[config.mk]
export PLATFORM = sky130hd
export DESIGN_NAME = uart_rx_gen2
export DESIGN_NICKNAME = d
export VERILOG_FILES = /design/src/rtl/uart_rx_gen2.sv
export SDC_FILE = /design/constraint.sdc
export NUM_CORES = 1
export LEC_CHECK = 0
export CORE_AREA = 10 10 84 114
export DETAILED_ROUTE_END_ITERATION = 7
export DIE_AREA = 0 0 94 124
export PLACE_DENSITY_LB_ADDON = 0.25
export SLEW_MARGIN = 30
export SYNTH_ARGS = -nofsm -noshare
export SYNTH_HDL_FRONTEND = slang
export SYNTH_SLANG_ARGS = --single-unit
[constraint.sdc]
create_clock -name clk -period 5.6 [get_ports clk]
set_input_delay 0.56 -clock clk [delete_from_list [all_inputs] [get_ports clk]]
set_output_delay 0.56 -clock clk [all_outputs]
set_load 0.1 [all_outputs]
[src/rtl/uart_rx_gen2.sv]
// uart_rx_gen2: oversampling UART receiver (3-sample majority vote, runtime framing) with a
// valid/ready output. Define UART_RX_FIFO_EN to replace the holding register by a FIFO.
module uart_rx_gen2 #(
  parameter int DATA_W     = 8,
  parameter int PRESCALE_W = 6,
  parameter int LEN_W      = 4,
  parameter int FIFO_DEPTH = 4
) (
  input  logic                  clk,
  input  logic                  rst,
  input  logic                  rx_in,
  input  logic [PRESCALE_W-1:0] prescale,
  input  logic [LEN_W-1:0]      data_len,
  input  logic                  par_en,
  input  logic                  par_typ,
  input  logic                  stop2,
  output logic [DATA_W-1:0]     m_data,
  output logic                  m_valid,
  input  logic                  m_ready,
  output logic                  m_par_err,
  output logic                  m_frm_err,
  output logic                  overrun,
  output logic                  break_det,
  output logic                  busy
);

  localparam logic [2:0] S_IDLE   = 3'd0;
  localparam logic [2:0] S_START  = 3'd1;
  localparam logic [2:0] S_DATA   = 3'd2;
  localparam logic [2:0] S_PARITY = 3'd3;
  localparam logic [2:0] S_STOP   = 3'd4;

  if (FIFO_DEPTH < 2 || (FIFO_DEPTH & (FIFO_DEPTH - 1)) != 0) begin : g_bad_fifo_depth
    $error("FIFO_DEPTH must be a power of two, at least 2");
  end

  function automatic logic [LEN_W-1:0] sat_len(input logic [LEN_W-1:0] l);
    logic [LEN_W-1:0] r;
    r = l;
    if (int'(l) < 5) r = LEN_W'(5);
    else if (int'(l) > DATA_W) r = LEN_W'(DATA_W);
    return r;
  endfunction

  function automatic logic maj3(input logic a, input logic b, input logic c);
    return (a & b) | (a & c) | (b & c);
  endfunction

  logic                  rx_p0, rx_p1;
  logic [2:0]            state;
  logic [PRESCALE_W-1:0] ec, p_l, half;
  logic [LEN_W-1:0]      bc, len_l;
  logic                  par_en_l, par_typ_l, stop2_l, brk_hold;
  logic                  smp0, smp1;
  logic [DATA_W-1:0]     data_r;
  logic                  pe_r, fe_r, par_bit_r, stop1_r;
  logic                  ec_wrap, at_s0, at_s1, at_dec, bit_dec;
  logic                  last_stop, frame_done, stop1_zero, brk_now, push, frm_fe, ovr_now;

  // Stage p0/p1: two-flop synchroniser; rx_p1 is the line the FSM sees
  always_ff @(posedge clk) begin
    if (!rst) begin
      rx_p0 <= 1'b1;
      rx_p1 <= 1'b1;
    end else begin
      rx_p0 <= rx_in;
      rx_p1 <= rx_p0;
    end
  end

  assign half       = p_l >> 1;
  assign ec_wrap    = ec == (p_l - PRESCALE_W'(1));
  assign at_s0      = ec == (half - PRESCALE_W'(1));
  assign at_s1      = ec == half;
  assign at_dec     = ec == (half + PRESCALE_W'(1));
  assign bit_dec    = maj3(smp0, smp1, rx_p1);
  assign last_stop  = (state == S_STOP) && (!stop2_l || bc != '0);
  assign frame_done = last_stop && at_dec;
  assign stop1_zero = (bc == '0) ? ~bit_dec : stop1_r;
  assign brk_now    = (data_r == '0) && !par_bit_r && stop1_zero;
  assign push       = frame_done && !brk_now;
  assign frm_fe     = fe_r | ~bit_dec;
  assign busy       = state != S_IDLE;

  always_ff @(posedge clk) begin
    if (!rst) begin
      state    <= S_IDLE;
      ec       <= '0;
      bc       <= '0;
      brk_hold <= 1'b0;
    end else if (state == S_IDLE) begin
      ec <= '0;
      bc <= '0;
      if (brk_hold) begin
        if (rx_p1) brk_hold <= 1'b0;
      end else if (!rx_p1) begin
        state <= S_START;
      end
    end else begin
      ec <= ec_wrap ? '0 : ec + PRESCALE_W'(1);
      if (ec_wrap) bc <= bc + LEN_W'(1);
      case (state)
        S_START: begin
          if (at_dec && bit_dec) begin
            state <= S_IDLE;
          end else if (ec_wrap) begin
            state <= S_DATA;
            bc    <= '0;
          end
        end
        S_DATA: begin
          if (ec_wrap && bc == len_l - LEN_W'(1)) begin
            bc    <= '0;
            state <= par_en_l ? S_PARITY : S_STOP;
          end
        end
        S_PARITY: begin
          if (ec_wrap) begin
            bc    <= '0;
            state <= S_STOP;
          end
        end
        S_STOP: begin
          // The frame closes at the mid-bit decision so a new start edge can be caught early
          if (frame_done) begin
            state    <= S_IDLE;
            brk_hold <= brk_now;
          end
        end
        default: state <= S_IDLE;
      endcase
    end
  end

  // Frame configuration tracks the inputs while idle and freezes once a start is seen
  always_ff @(posedge clk) begin
    if (state == S_IDLE) begin
      p_l       <= prescale;
      len_l     <= sat_len(data_len);
      par_en_l  <= par_en;
      par_typ_l <= par_typ;
      stop2_l   <= stop2;
      data_r    <= '0;
      pe_r      <= 1'b0;
      fe_r      <= 1'b0;
      par_bit_r <= 1'b0;
      stop1_r   <= 1'b0;
    end else begin
      if (at_s0) smp0 <= rx_p1;
      if (at_s1) smp1 <= rx_p1;
      if (at_dec) begin
        case (state)
          S_DATA: begin
            for (int i = 0; i < DATA_W; i++)
              if (bc == LEN_W'(i)) data_r[i] <= bit_dec;
          end
          S_PARITY: begin
            par_bit_r <= bit_dec;
            pe_r      <= bit_dec != ((^data_r) ^ par_typ_l);
          end
          S_STOP: begin
            if (!bit_dec) fe_r <= 1'b1;
            if (bc == '0) stop1_r <= ~bit_dec;
          end
          default: ;
        endcase
      end
    end
  end

`ifdef UART_RX_FIFO_EN
  localparam int AW = $clog2(FIFO_DEPTH);

  logic [DATA_W+1:0] fifo_mem [FIFO_DEPTH];
  logic [AW-1:0]     wr_ptr, rd_ptr;
  logic [AW:0]       fifo_cnt;
  logic              fifo_full, fifo_empty, pop, wr_en;
  logic [DATA_W+1:0] head;

  assign fifo_full  = fifo_cnt == (AW+1)'(FIFO_DEPTH);
  assign fifo_empty = fifo_cnt == '0;
  assign pop        = !fifo_empty && m_ready;
  assign wr_en      = push && (!fifo_full || pop);
  assign ovr_now    = push && fifo_full && !pop;
  assign head       = fifo_mem[rd_ptr];
  assign m_valid    = !fifo_empty;
  assign m_data     = fifo_empty ? '0 : head[DATA_W-1:0];
  assign m_par_err  = !fifo_empty && head[DATA_W];
  assign m_frm_err  = !fifo_empty && head[DATA_W+1];

  always_ff @(posedge clk) begin
    if (!rst) begin
      wr_ptr   <= '0;
      rd_ptr   <= '0;
      fifo_cnt <= '0;
    end else begin
      if (wr_en) wr_ptr <= wr_ptr + AW'(1);
      if (pop) rd_ptr <= rd_ptr + AW'(1);
      case ({wr_en, pop})
        2'b10:   fifo_cnt <= fifo_cnt + (AW+1)'(1);
        2'b01:   fifo_cnt <= fifo_cnt - (AW+1)'(1);
        default: ;
      endcase
    end
  end

  always_ff @(posedge clk) begin
    if (wr_en) fifo_mem[wr_ptr] <= {frm_fe, pe_r, data_r};
  end
`else
  logic pop;

  assign pop     = m_valid && m_ready;
  assign ovr_now = push && m_valid && !pop;

  always_ff @(posedge clk) begin
    if (!rst) begin
      m_valid   <= 1'b0;
      m_data    <= '0;
      m_par_err <= 1'b0;
      m_frm_err <= 1'b0;
    end else if (push && (!m_valid || pop)) begin
      m_valid   <= 1'b1;
      m_data    <= data_r;
      m_par_err <= pe_r;
      m_frm_err <= frm_fe;
    end else if (pop) begin
      m_valid <= 1'b0;
    end
  end
`endif

  always_ff @(posedge clk) begin
    if (!rst) begin
      overrun   <= 1'b0;
      break_det <= 1'b0;
    end else begin
      overrun   <= ovr_now;
      break_det <= frame_done && brk_now;
    end
  end

endmodule

=== After elaboration in Yosys (flattened, before gate mapping) ===
Index checks and enable logic that the tools add are counted.
W data, S select, Z words.

* Word-level logic and storage cells: 143
* Output and inout bits: 14
* Flip-flop bits (word level): 56

* Bitwise operators: 10
* Eq/ne operators: 23
* Reductions and logical operators: 46
* Multiplexer cells: 24
* $add $sub $neg: 6
* $lt $le $gt $ge: 2

{| class="wikitable"
|+ Operators by type and width
! cell !! count
|-
| $mux W3 || 9
|-
| $reduce_and A3 Y1 || 9
|-
| $mux W4 || 5
|-
| $eq A6 B6 Y1 || 3
|-
| $eq A4 B3 Y1 const B || 4
|-
| $logic_and A1 B1 Y1 || 12
|-
| $pmux W3 S4 || 1
|-
| $pmux W4 S3 || 1
|-
| $reduce_and A2 Y1 || 5
|-
| $eq A4 B2 Y1 const B || 2
|-
| $logic_not A8 Y1 || 1
|-
| $mux W1 || 8
|-
| $reduce_xor A8 Y1 || 1
|-
| $add A5 B1 Y6 const B || 1
|-
| $add A6 B1 Y6 const B || 1
|-
| $eq A3 B2 Y1 const B || 2
|-
| $eq A6 B5 Y1 || 1
|-
| $ne A3 B3 Y1 const B || 2
|-
| $reduce_and A6 Y1 || 1
|-
| $reduce_bool A2 Y1 || 3
|-
| $sub A5 B1 Y6 const B || 1
|-
| $sub A6 B1 Y6 const B || 1
|-
| $logic_not A1 Y1 || 5
|-
| $add A4 B1 Y4 const B || 1
|-
| 22 further kinds || 31
|}

=== Depth between registers and ports, before layout ===
Gate-level depths: netlist of run 1.

* Word-level depth: 10
* Depth in mapped cells: 11

=== Worst setup path before layout of run 1 ===
OpenSTA, ideal clock, no wires.

* Path type: reg2reg
* Start point: register state[1]
* End point: register smp1, enable pin
* Data arrival time: 2.277 ns
* Cell stages (with the launch flop): 7
* Path slack: 2.996 ns
* Library setup time: 0.327 ns
* Cells stage by stage: dfxtp_1 > clkbuf_1 > inv_1 > nand2_1 > inv_1 > clkbuf_1 > nor4_1

* Word-level cells in the longest chain between the ends: 3

{| class="wikitable"
|+ Ends and longest elaborated chain
! element !! line !! source
|-
| from (decl) || 50 || <nowiki>logic [2:0] state;</nowiki>
|-
| from (signal assigned) || 114 || <nowiki>state <= par_en_l ? S_PARITY : S_STOP;</nowiki>
|-
| $logic_not A3 Y1 || 137 || <nowiki>if (state == S_IDLE) begin</nowiki>
|-
| $not A1 Y1 (no line) || n/a ||
|-
| $reduce_and A2 Y1 (no line) || n/a ||
|-
| to (signal assigned) || 150 || <nowiki>if (at_s1) smp1 <= rx_p1;</nowiki>
|-
| to (decl) || 54 || <nowiki>logic smp0, smp1;</nowiki>
|}

Every way passes these cells.
A chain may end at the register's enable or synchronous reset.

=== Worst setup path in the final report of run 1 ===
* Start point: register p_l[2]
* End point: register m_data[4]

* Word-level cells in the longest chain between the ends: 5

{| class="wikitable"
|+ Ends and longest elaborated chain
! element !! line !! source
|-
| from (decl) || 51 || <nowiki>logic [PRESCALE_W-1:0] ec, p_l, half;</nowiki>
|-
| from (signal assigned) || 138 || <nowiki>p_l <= prescale;</nowiki>
|-
| $add A5 B1 Y6 || 75 || <nowiki>assign at_dec = ec == (half + PRESCALE_W'(1));</nowiki>
|-
| $eq A6 B6 Y1 || 75 ||
|-
| $logic_and A1 B1 Y1 || 78 || <nowiki>assign frame_done = last_stop && at_dec;</nowiki>
|-
| $logic_and A1 B1 Y1 || 81 || <nowiki>assign push = frame_done && !brk_now;</nowiki>
|-
| $logic_and A1 B1 Y1 || 222 || <nowiki>end else if (push && (!m_valid || pop)) begin</nowiki>
|-
| to (signal assigned) || 224 || <nowiki>m_data <= data_r;</nowiki>
|-
| to (decl) || 17 || <nowiki>output logic [DATA_W-1:0] m_data,</nowiki>
|}

Every way passes these cells.

==> results of run 1 <==
-- report_power, final --
part	internal (W)	leakage [nW]	total [W]	switching (W)
combinational	0.0000536	0.804	0.000124	0.0000706
clock	0.0000901	0.0485	0.000229	0.000139
sequential	0.000428	0.485	0.000445	0.0000163
total	0.000572	1.34	0.000798	0.000226
-- worst paths after layout --
| path | start | endpoint | depth (start not counted) |
|---|---|---|---|
| setup / recovery | p_l[2]$_DFFE_PP_ | m_data[4]$_SDFFE_PN0P_ | 8 |
| hold / removal | rx_p0$_SDFF_PN1_ | rx_p1$_SDFF_PN1_ | 1 |
| setup reg to reg | p_l[2]$_DFFE_PP_ | m_data[4]$_SDFFE_PN0P_ | 8 |
| hold reg to reg | rx_p0$_SDFF_PN1_ | rx_p1$_SDFF_PN1_ | 1 |
-- registers in the layout, indices dropped and copies added (netlist names), 3 cells and up --
| register | cells |
|---|---|
| bc | 4 |
| m_data | 8 |
| p_l | 6 |
| len_l | 4 |
| data_r | 8 |
| ec | 6 |
| state | 3 |
-- metal layers --
metal / track usage, % / vias up / share of wire, %
li1: - / 1300 / -
met1: 13.4 / 1193 / 41
met3: 2.89 / 15 / 4.8
met2: 22.5 / 60 / 52
met4: 5.81 / 0 / 2.7
met5: 0 / - / 0
-- through the flow --
stage          std cells  cell area, um^2  hold slack, ns
2_1_floorplan        360             3270           0.386
3_3_place_gp         471             3620           0.397
3_5_place_dp         471             3620           0.400
4_1_cts              479             3720           0.427
5_1_grt              479             3720           0.465
6_report             479             3720           0.421
-- kinds of logic after synthesis --
logic type | count (synthesis) | share of synthesized area, %
simple gates | 134 | 20.6
compound gates | 59 | 13.1
flops | 56 | 38.8
buf+inv | 42 | 5.47
xor+xnor | 33 | 9.75
mux | 20 | 6.15
fa+ha+maj | 16 | 6.04
-- synthesized netlist by cell type, drive strengths merged, types with 2 or more instances --
library cell   n
buf            6
o211a          2
mux2i         19
nand3b         2
a41o           2
a21oi          7
a22o           3
o211ai         3
nor3           9
inv           23
a31oi          6
nand3         10
nor3b          2
or3            4
nor2b          8
ha            15
and2           6
or4            2
xnor2         17
nand4          3
o21a           4
a21boi         2
dfxtp         41
a31o           2
a211oi         2
nor4           8
nor2          32
clkbuf        13
nand2b         3
o21ai         11
o31ai          2
edfxtp        15
o311ai         3
nand2         36
and3           6
xor2          15
-- cell type report --
cell class,count,area share [%]
Multi-Input combinational cell,262,49.1
Timing Repair Buffer,33,8.67
Sequential cell,56,34.2
Clock buffer,5,1.85
Clock inverter,3,0.605
Inverter,23,2.32
Tap cell,97,3.26
-- critical path: cells and delay by family (launching register included) --
family                   cells  cell delay (ns)
AND/OR/NAND/NOR              3             1.59
XOR/XNOR                     1             0.16
flip-flops                   1             0.52
adder cells (fa/ha/maj)      1             0.30
AO/OA/AOI/OAI                1             0.27
multiplexers                 1             0.24
buffers and inverters        1             0.11
==> impl_metrics.env, run 1 <==
export IMPL_numPortBuffers=30
export IMPL_rows=37
export IMPL_clk_pin_slew_ns=0.11
export IMPL_ys_seq_area_share_pct=38.8
export IMPL_avgSynthCellArea_um2=9.09
export IMPL_syn2layout_area_growth_pct=13.7
export IMPL_ys_ff_latch=56
export IMPL_clock_skew_final_ns=0.00841
export IMPL_regArea_um2=1270
export IMPL_endpoint_kind="register"
export IMPL_drv_slew=0
export IMPL_h_tree_depth=2
export IMPL_finalNetCount=413
export IMPL_synth_area_leader_cell="dfxtp_1"
export IMPL_grt_start_max_net_pins=30
export IMPL_grt_pass1_vias=2542
export IMPL_core_area_um2=7410
export IMPL_fin_crit_sh_pct=58.0
export IMPL_required_ns=5.85
export IMPL_drive_gt1_share_pct=5.24
export IMPL_final_cell_mix="dfxtp_1 (41), nand2_1 (36), nor2_1 (32)"
export IMPL_cts_max_path_buffers=2
export IMPL_drt_initial_drc_count=126
export IMPL_antenna_found_initial=0
export IMPL_totalWireLength_um=7030
export IMPL_overflow=0
export IMPL_synth_warnings=0
export IMPL_io_pin_count=31
export IMPL_layout_commonest_cell="dfxtp_1"
export IMPL_grt_usage_pct=12.5
export IMPL_maxCapViolations=0
export IMPL_wire_per_inst_um=14.7
export IMPL_ys_top_cells_by_area="dfxtp_1 (25%), edfxtp_1 (14%), mux2i_1 (5.8%), ha_1 (5.7%), xnor2_1 (4.5%)"
export IMPL_nFillCells=727
export IMPL_initial_core_util_pct=44.2
export IMPL_grt_pass1_wl_um=11800
export IMPL_regToRegSetupSlack_ns=2.35
export IMPL_dieWidth_um=94
export IMPL_hold_buffers=0
export IMPL_hold_path_class="reg2reg"
export IMPL_crit_fanout=11
export IMPL_cts_tree="done"
export IMPL_status="finished, final reports clean"
export IMPL_synth_cells=360
export IMPL_vias=2568
export IMPL_ys_types=61
export IMPL_syn_nets=392
export IMPL_synth_async_sr_flop_share_pct=0
export IMPL_p_leak_nw=1.34
export IMPL_ant_nets=0
export IMPL_multi_input_area_um2=1830
export IMPL_clock_fmax_mhz=308
export IMPL_setup_viol=0
export IMPL_cp_start_kind="register"
export IMPL_arrival_ns=3.50
export IMPL_cts_made_buffers=5
export IMPL_synth_top_area_share_pct=25.1
export IMPL_setup_ws_ns=2.35
export IMPL_crit_path_max_incr_delay_ns=0.70
export IMPL_die_height_um=124
export IMPL_clock_latency_ns=0.31
export IMPL_cp_cell_sequence="inv_1, ha_1, xor2_1, a211oi_1, nand3_1, or4_4, nor3_4, mux2i_1"
export IMPL_total_power_w=0.000798
export IMPL_hold_violations=0
export IMPL_ctsResizeCount=0
export IMPL_dominantRegCellSynth="dfxtp_1"
export IMPL_rsz0062_at_grt="no"
export IMPL_fin_tns_setup_ns=0
export IMPL_place_ws_ns=2.10
export IMPL_crit_slowest_cell="or4_4"
export IMPL_peakVddDrop_mv=0.136
export IMPL_cts_root_buffer="clkbuf_8"
export IMPL_drc=0
export IMPL_p_per_area_nw_per_um2=214
export IMPL_num_antenna_cells=0
export IMPL_synth_edf_count=15
export IMPL_hpwl_um=5370
export IMPL_relSlewSlack_pct=34.5
export IMPL_drtPass1Iterations=4
export IMPL_gp_congestion=0.822
export IMPL_netlist_area_um2=3270
export IMPL_post_cts_setup_buffer_count=0
export IMPL_drt_vias_per_instance=5.36
export IMPL_die_area_um2=11700
export IMPL_worstMarginPinSlew_ns=0.979
export IMPL_criticalPathCategory="reg2reg"
export IMPL_fin_crit_ns=3.25
export IMPL_clock_sinks=56
export IMPL_final_util_pct=50.3
Power figures use the tool's default switching activity.
==> run 2, diff against run 1 <==
- clock period: 5.6 -> 3 ns (I/O delays scaled with it)
==> run 2 against run 1 <==
Against the previous run:
- die area unchanged
- setup slack worse by 2.1 ns
- non-clock buffer count up 3
- sequential power up 86%
- critical endpoint is now bc[0]$_SDFF_PP0_
- largest power group unchanged
==> impl_metrics.env, run 2 (synthesis gave the netlist of run 1 again) <==
export IMPL_status="finished, final reports clean"
export IMPL_regArea_um2=1270
export IMPL_h_tree_depth=2
export IMPL_grt_pass1_wl_um=11700
export IMPL_clock_latency_ns=0.31
export IMPL_cts_root_buffer="clkbuf_8"
export IMPL_criticalPathCategory="reg2reg"
export IMPL_maxCapViolations=0
export IMPL_wire_per_inst_um=14.2
export IMPL_drc=0
export IMPL_final_util_pct=50.4
export IMPL_critPathBufInv=1
export IMPL_grt_pass1_vias=2623
export IMPL_cp_cell_sequence="inv_1, ha_1, nor3b_1, and3_1, o211a_1, nand3_1, ha_1, or3_1, a31oi_1"
export IMPL_grt_start_max_net_pins=29
export IMPL_fin_tns_setup_ns=0
export IMPL_nFillCells=725
export IMPL_initial_core_util_pct=44.2
export IMPL_hold_path_class="reg2reg"
export IMPL_fin_crit_ns=2.70
export IMPL_arrival_ns=2.94
export IMPL_crit_fanout=6
export IMPL_clock_sinks=56
export IMPL_hold_buffers=0
export IMPL_fin_crit_sh_pct=90.1
export IMPL_vias=2570
export IMPL_post_cts_setup_buffer_count=0
export IMPL_layout_commonest_cell="dfxtp_1"
export IMPL_crit_path_max_incr_delay_ns=0.49
export IMPL_rows=37
export IMPL_core_area_um2=7410
export IMPL_multi_input_area_um2=1820
export IMPL_cts_max_path_buffers=2
export IMPL_clock_fmax_mhz=370
export IMPL_overflow=0
export IMPL_drive_gt1_share_pct=8.31
export IMPL_relSlewSlack_pct=34.9
export IMPL_cpMostUsedCell="ha_1"
export IMPL_final_cell_mix="dfxtp_1 (41), nand2_1 (36), nor2_1 (32)"
export IMPL_p_leak_nw=1.38
export IMPL_ctsResizeCount=0
export IMPL_io_pin_count=31
export IMPL_antenna_found_initial=0
export IMPL_clock_skew_final_ns=0.0120
export IMPL_peakVddDrop_mv=0.282
export IMPL_ant_nets=0
export IMPL_die_height_um=124
export IMPL_worstMarginPinSlew_ns=0.973
export IMPL_die_area_um2=11700
export IMPL_finalNetCount=416
export IMPL_hold_violations=0
export IMPL_cts_made_buffers=5
export IMPL_required_ns=3.24
export IMPL_cp_start_kind="register"
export IMPL_drtPass1Iterations=4
export IMPL_drv_slew=0
export IMPL_crit_slowest_cell="edfxtp_1"
export IMPL_syn2layout_area_growth_pct=14.1
export IMPL_drt_vias_per_instance=5.33
export IMPL_numPortBuffers=30
export IMPL_num_antenna_cells=0
export IMPL_path_delay_family="simple AND/OR/NAND/NOR gates"
export IMPL_drt_initial_drc_count=205
export IMPL_gp_congestion=0.818
export IMPL_regToRegSetupSlack_ns=0.30
export IMPL_setup_viol=0
export IMPL_totalWireLength_um=6860
export IMPL_cts_tree="done"
export IMPL_endpoint_kind="register"
export IMPL_clk_pin_slew_ns=0.10
export IMPL_rsz0062_at_grt="no"
export IMPL_dieWidth_um=94
export IMPL_hpwl_um=5330
export IMPL_reg_largest_list="data_r: 8 flops, m_data: 8 flops"
export IMPL_p_per_area_nw_per_um2=411
export IMPL_grt_usage_pct=12.3
## run 2: final timing paths
path / from / end / cells after the start
worst max register to register: p_l[1]$_DFFE_PP_ / bc[0]$_SDFF_PP0_ / 9
worst min-delay path: rx_p0$_SDFF_PN1_ / rx_p1$_SDFF_PN1_ / 1
worst max-delay path: p_l[1]$_DFFE_PP_ / bc[0]$_SDFF_PP0_ / 9
worst min register to register: rx_p0$_SDFF_PN1_ / rx_p1$_SDFF_PN1_ / 1
## run 2: cell type report
type	count	share of cell area [%]
multi-input cells	262	48.8
flip-flops and latches	56	34.0
repair buffers	36	8.65
well taps	97	3.25
clock buffers	6	2.51
inverters	23	2.31
clock inverters	2	0.402
## run 2: metrics by stage
stage          std cells  cell area [um^2]  setup WS (ns)  total power (W)  hold WS [ns]
3_3_place_gp         474              3620          0.393          0.00108         0.393
5_1_grt              482              3730         0.0246          0.00161         0.437
3_5_place_dp         474              3620          0.306          0.00108         0.391
4_1_cts              482              3730          0.297          0.00156         0.416
2_1_floorplan        360              3270          0.396          0.00101         0.386
6_report             482              3730          0.297          0.00154         0.416
## run 2: layer usage
layer	global-route usage (%)	vias up	routed length, um
met5	0	-	0
li1	-	1314	-
met3	2.65	7	350
met1	13.5	1194	2890
met2	22.4	55	3510
met4	4.67	0	97
## run 2: power breakdown
part | switching (W) | internal (W)
Sequential | 0.0000295 | 0.000800
Clock | 0.000253 | 0.000219
Combinational | 0.000132 | 0.000103
==> run 3, diff against run 2 <==
- clock period: 3 -> 2.2 ns (I/O delays scaled with it)
==> run 3 against run 2 <==
Against the previous run:
- the run now ends with setup timing left
- sequential power increased by 34%
- critical path depth rose by 1
- register-to-register slack got worse by 0.46 ns
- total power rose by 51%
- hold slack lost 0.0031 ns
- setup slack got worse by 0.46 ns
- cell area increased by 20%
- routed wire length up 20%
- flip-flop and latch count unchanged
- via count up 12%
- global-route usage rose by 1.8 points
- clock skew shrank 0.0014 ns
- critical path type unchanged
- highest routed layer unchanged
==> impl_metrics.env, run 3 (synthesis gave the netlist of run 1 again) <==
export IMPL_initial_core_util_pct=44.2
export IMPL_hold_buffers=0
export IMPL_clock_fmax_mhz=422
export IMPL_required_ns=2.40
export IMPL_hp_start="rx_p0$_SDFF_PN1_"
export IMPL_whs_ns=0.413
export IMPL_num_antenna_cells=0
export IMPL_die_height_um=124
export IMPL_clock_latency_ns=0.32
export IMPL_fin_crit_sh_pct=108
export IMPL_worstMarginPinSlew_ns=0.609
export IMPL_ant_nets=0
export IMPL_relSlewSlack_pct=58.9
export IMPL_p_per_area_nw_per_um2=518
export IMPL_grt_pass1_wl_um=13300
export IMPL_grt_start_max_net_pins=29
export IMPL_final_cell_mix="buf_4 (68), dfxtp_1 (41), nand2_1 (35)"
export IMPL_setup_worst_path_start="p_l[1]$_DFFE_PP_"
export IMPL_fin_tns_setup_ns=-1.82
export IMPL_hpwl_um=6090
export IMPL_layout_commonest_cell="buf_4"
export IMPL_dieWidth_um=94
export IMPL_p_leak_nw=1.74
export IMPL_clock_skew_final_ns=0.0105
export IMPL_overflow=0
export IMPL_drive_gt1_share_pct=28.3
export IMPL_drv_slew=0
export IMPL_cts_root_buffer="clkbuf_8"
export IMPL_fin_crit_ns=2.37
export IMPL_rsz0062_at_grt="yes"
export IMPL_status="complete, but fails checks"
export IMPL_criticalPathCategory="reg2reg"
export IMPL_cts_max_path_buffers=2
export IMPL_drtPass1Iterations=4
export IMPL_total_power_w=0.00232
export IMPL_ff2ff_path_depth=10
export IMPL_grt_usage_pct=14.1
export IMPL_core_area_um2=7410
export IMPL_cts_made_buffers=5
export IMPL_drt_vias_per_instance=5.37
export IMPL_drc=0
export IMPL_setup_viol=14
export IMPL_maxCapViolations=0
export IMPL_regToRegSetupSlack_ns=-0.17
export IMPL_totalWireLength_um=8230
export IMPL_nFillCells=650
export IMPL_arrival_ns=2.57
export IMPL_numPortBuffers=30
export IMPL_syn2layout_area_growth_pct=36.7
export IMPL_antenna_found_initial=0
export IMPL_endpoint_kind="register"
export IMPL_endpoint="brk_hold$_SDFFE_PN0P_"
export IMPL_reg_largest_list="data_r: 8 flops, m_data: 8 flops"
export IMPL_gp_congestion=0.867
export IMPL_setup_ws_ns=-0.168
export IMPL_hold_violations=0
export IMPL_hold_path_class="reg2reg"
export IMPL_die_area_um2=11700
export IMPL_drt_initial_drc_count=98
export IMPL_clock_sinks=56
export IMPL_finalNetCount=469
export IMPL_io_pin_count=31
export IMPL_cp_start_kind="register"
export IMPL_h_tree_depth=2
export IMPL_place_ws_ns=-0.225
export IMPL_rows=37
export IMPL_r2r_end="brk_hold$_SDFFE_PN0P_"
export IMPL_wire_per_inst_um=15.4
export IMPL_reg2reg_from="p_l[1]$_DFFE_PP_"
export IMPL_violations="setup timing"
export IMPL_grt_pass1_vias=2839
export IMPL_vias=2875
export IMPL_whs_path_depth=1
export IMPL_crit_fanout=4
export IMPL_clk_pin_slew_ns=0.09
export IMPL_peakVddDrop_mv=0.468
export IMPL_cts_tree="done"
run 3: cell count changes in the layout (fill, tap and decap cells not counted), moves of 3 or more:
| cell | before | now |
|---|---|---|
| buf_4 | 15 | 68 |
| nor4_4 | 0 | 7 |
| nor4_1 | 7 | 1 |
| clkdlybuf4s50_1 | 21 | 16 |
| nor3_1 | 8 | 3 |
| buf_6 | 0 | 4 |
| ha_1 | 15 | 12 |
| ha_4 | 0 | 3 |
| nor3_4 | 0 | 3 |
run 3: worst max-delay path: stages, from the launching register on:
cell and delay (ns):
edfxtp_1 0.46, inv_2 0.12, ha_4 0.21, xor2_2 0.15
a211oi_2 0.17, nand3_1 0.13, or4_4 0.53, buf_4 0.16
buf_6 0.13, o22ai_4 0.15, a221oi_2 0.08
run 3: metal layers:
metal	wire [um]	GRT usage (%)	share of wire [%]	up-vias
met4	297	7.05	3.6	0
li1	-	-	-	1415
met5	0	0	0	-
met1	3120	13.7	38	1367
met3	350	3.31	4.3	24
met2	4460	26.9	54	69
run 3: power by group:
| group | internal (W) | switching (W) |
|---|---|---|
| sequential | 0.00109 | 0.0000186 |
| clock | 0.000356 | 0.000334 |
| combinational | 0.000239 | 0.000280 |
run 3: worst min-delay path by stage:
stage                                    end  slack [ns]
after global placement      rx_p1$_SDFF_PN1_        0.39
after CTS                   rx_p1$_SDFF_PN1_        0.42
after global routing      par_en_l$_DFFE_PP_        0.43
final                       rx_p1$_SDFF_PN1_        0.41
after floorplan             p_l[0]$_DFFE_PP_        0.32
after detailed placement    rx_p1$_SDFF_PN1_        0.39
run 3: timing repair:
action,4_1_cts,5_1_grt
hold endpoints to repair,0,0
buffers inserted,6,4
pin swaps,6,8
resized for setup,9,36
cloned,0,1
endpoints found under the setup margin,23,33
run 3: through the flow:
| step | utilization, % | instance area [um^2] | cells |
|---|---|---|---|
| CTS | 57.2 | 4240 | 530 |
| finish | 60.4 | 4470 | 535 |
| global route | 60.4 | 4470 | 535 |
| floorplan | - | 3360 | 360 |
| global placement | 54.3 | 4020 | 516 |
| detailed placement | 54.3 | 4020 | 516 |
run 3: final cells by class:
class / count / area, um^2 / share of cell area (%)
multi-input combinational: 262 / 2130 / 47.7
inverter: 23 / 88.8 / 1.99
sequential: 56 / 1270 / 28.4
timing repair buffer: 89 / 736 / 16.4
tap: 97 / 121 / 2.71
clock buffer: 8 / 121 / 2.71
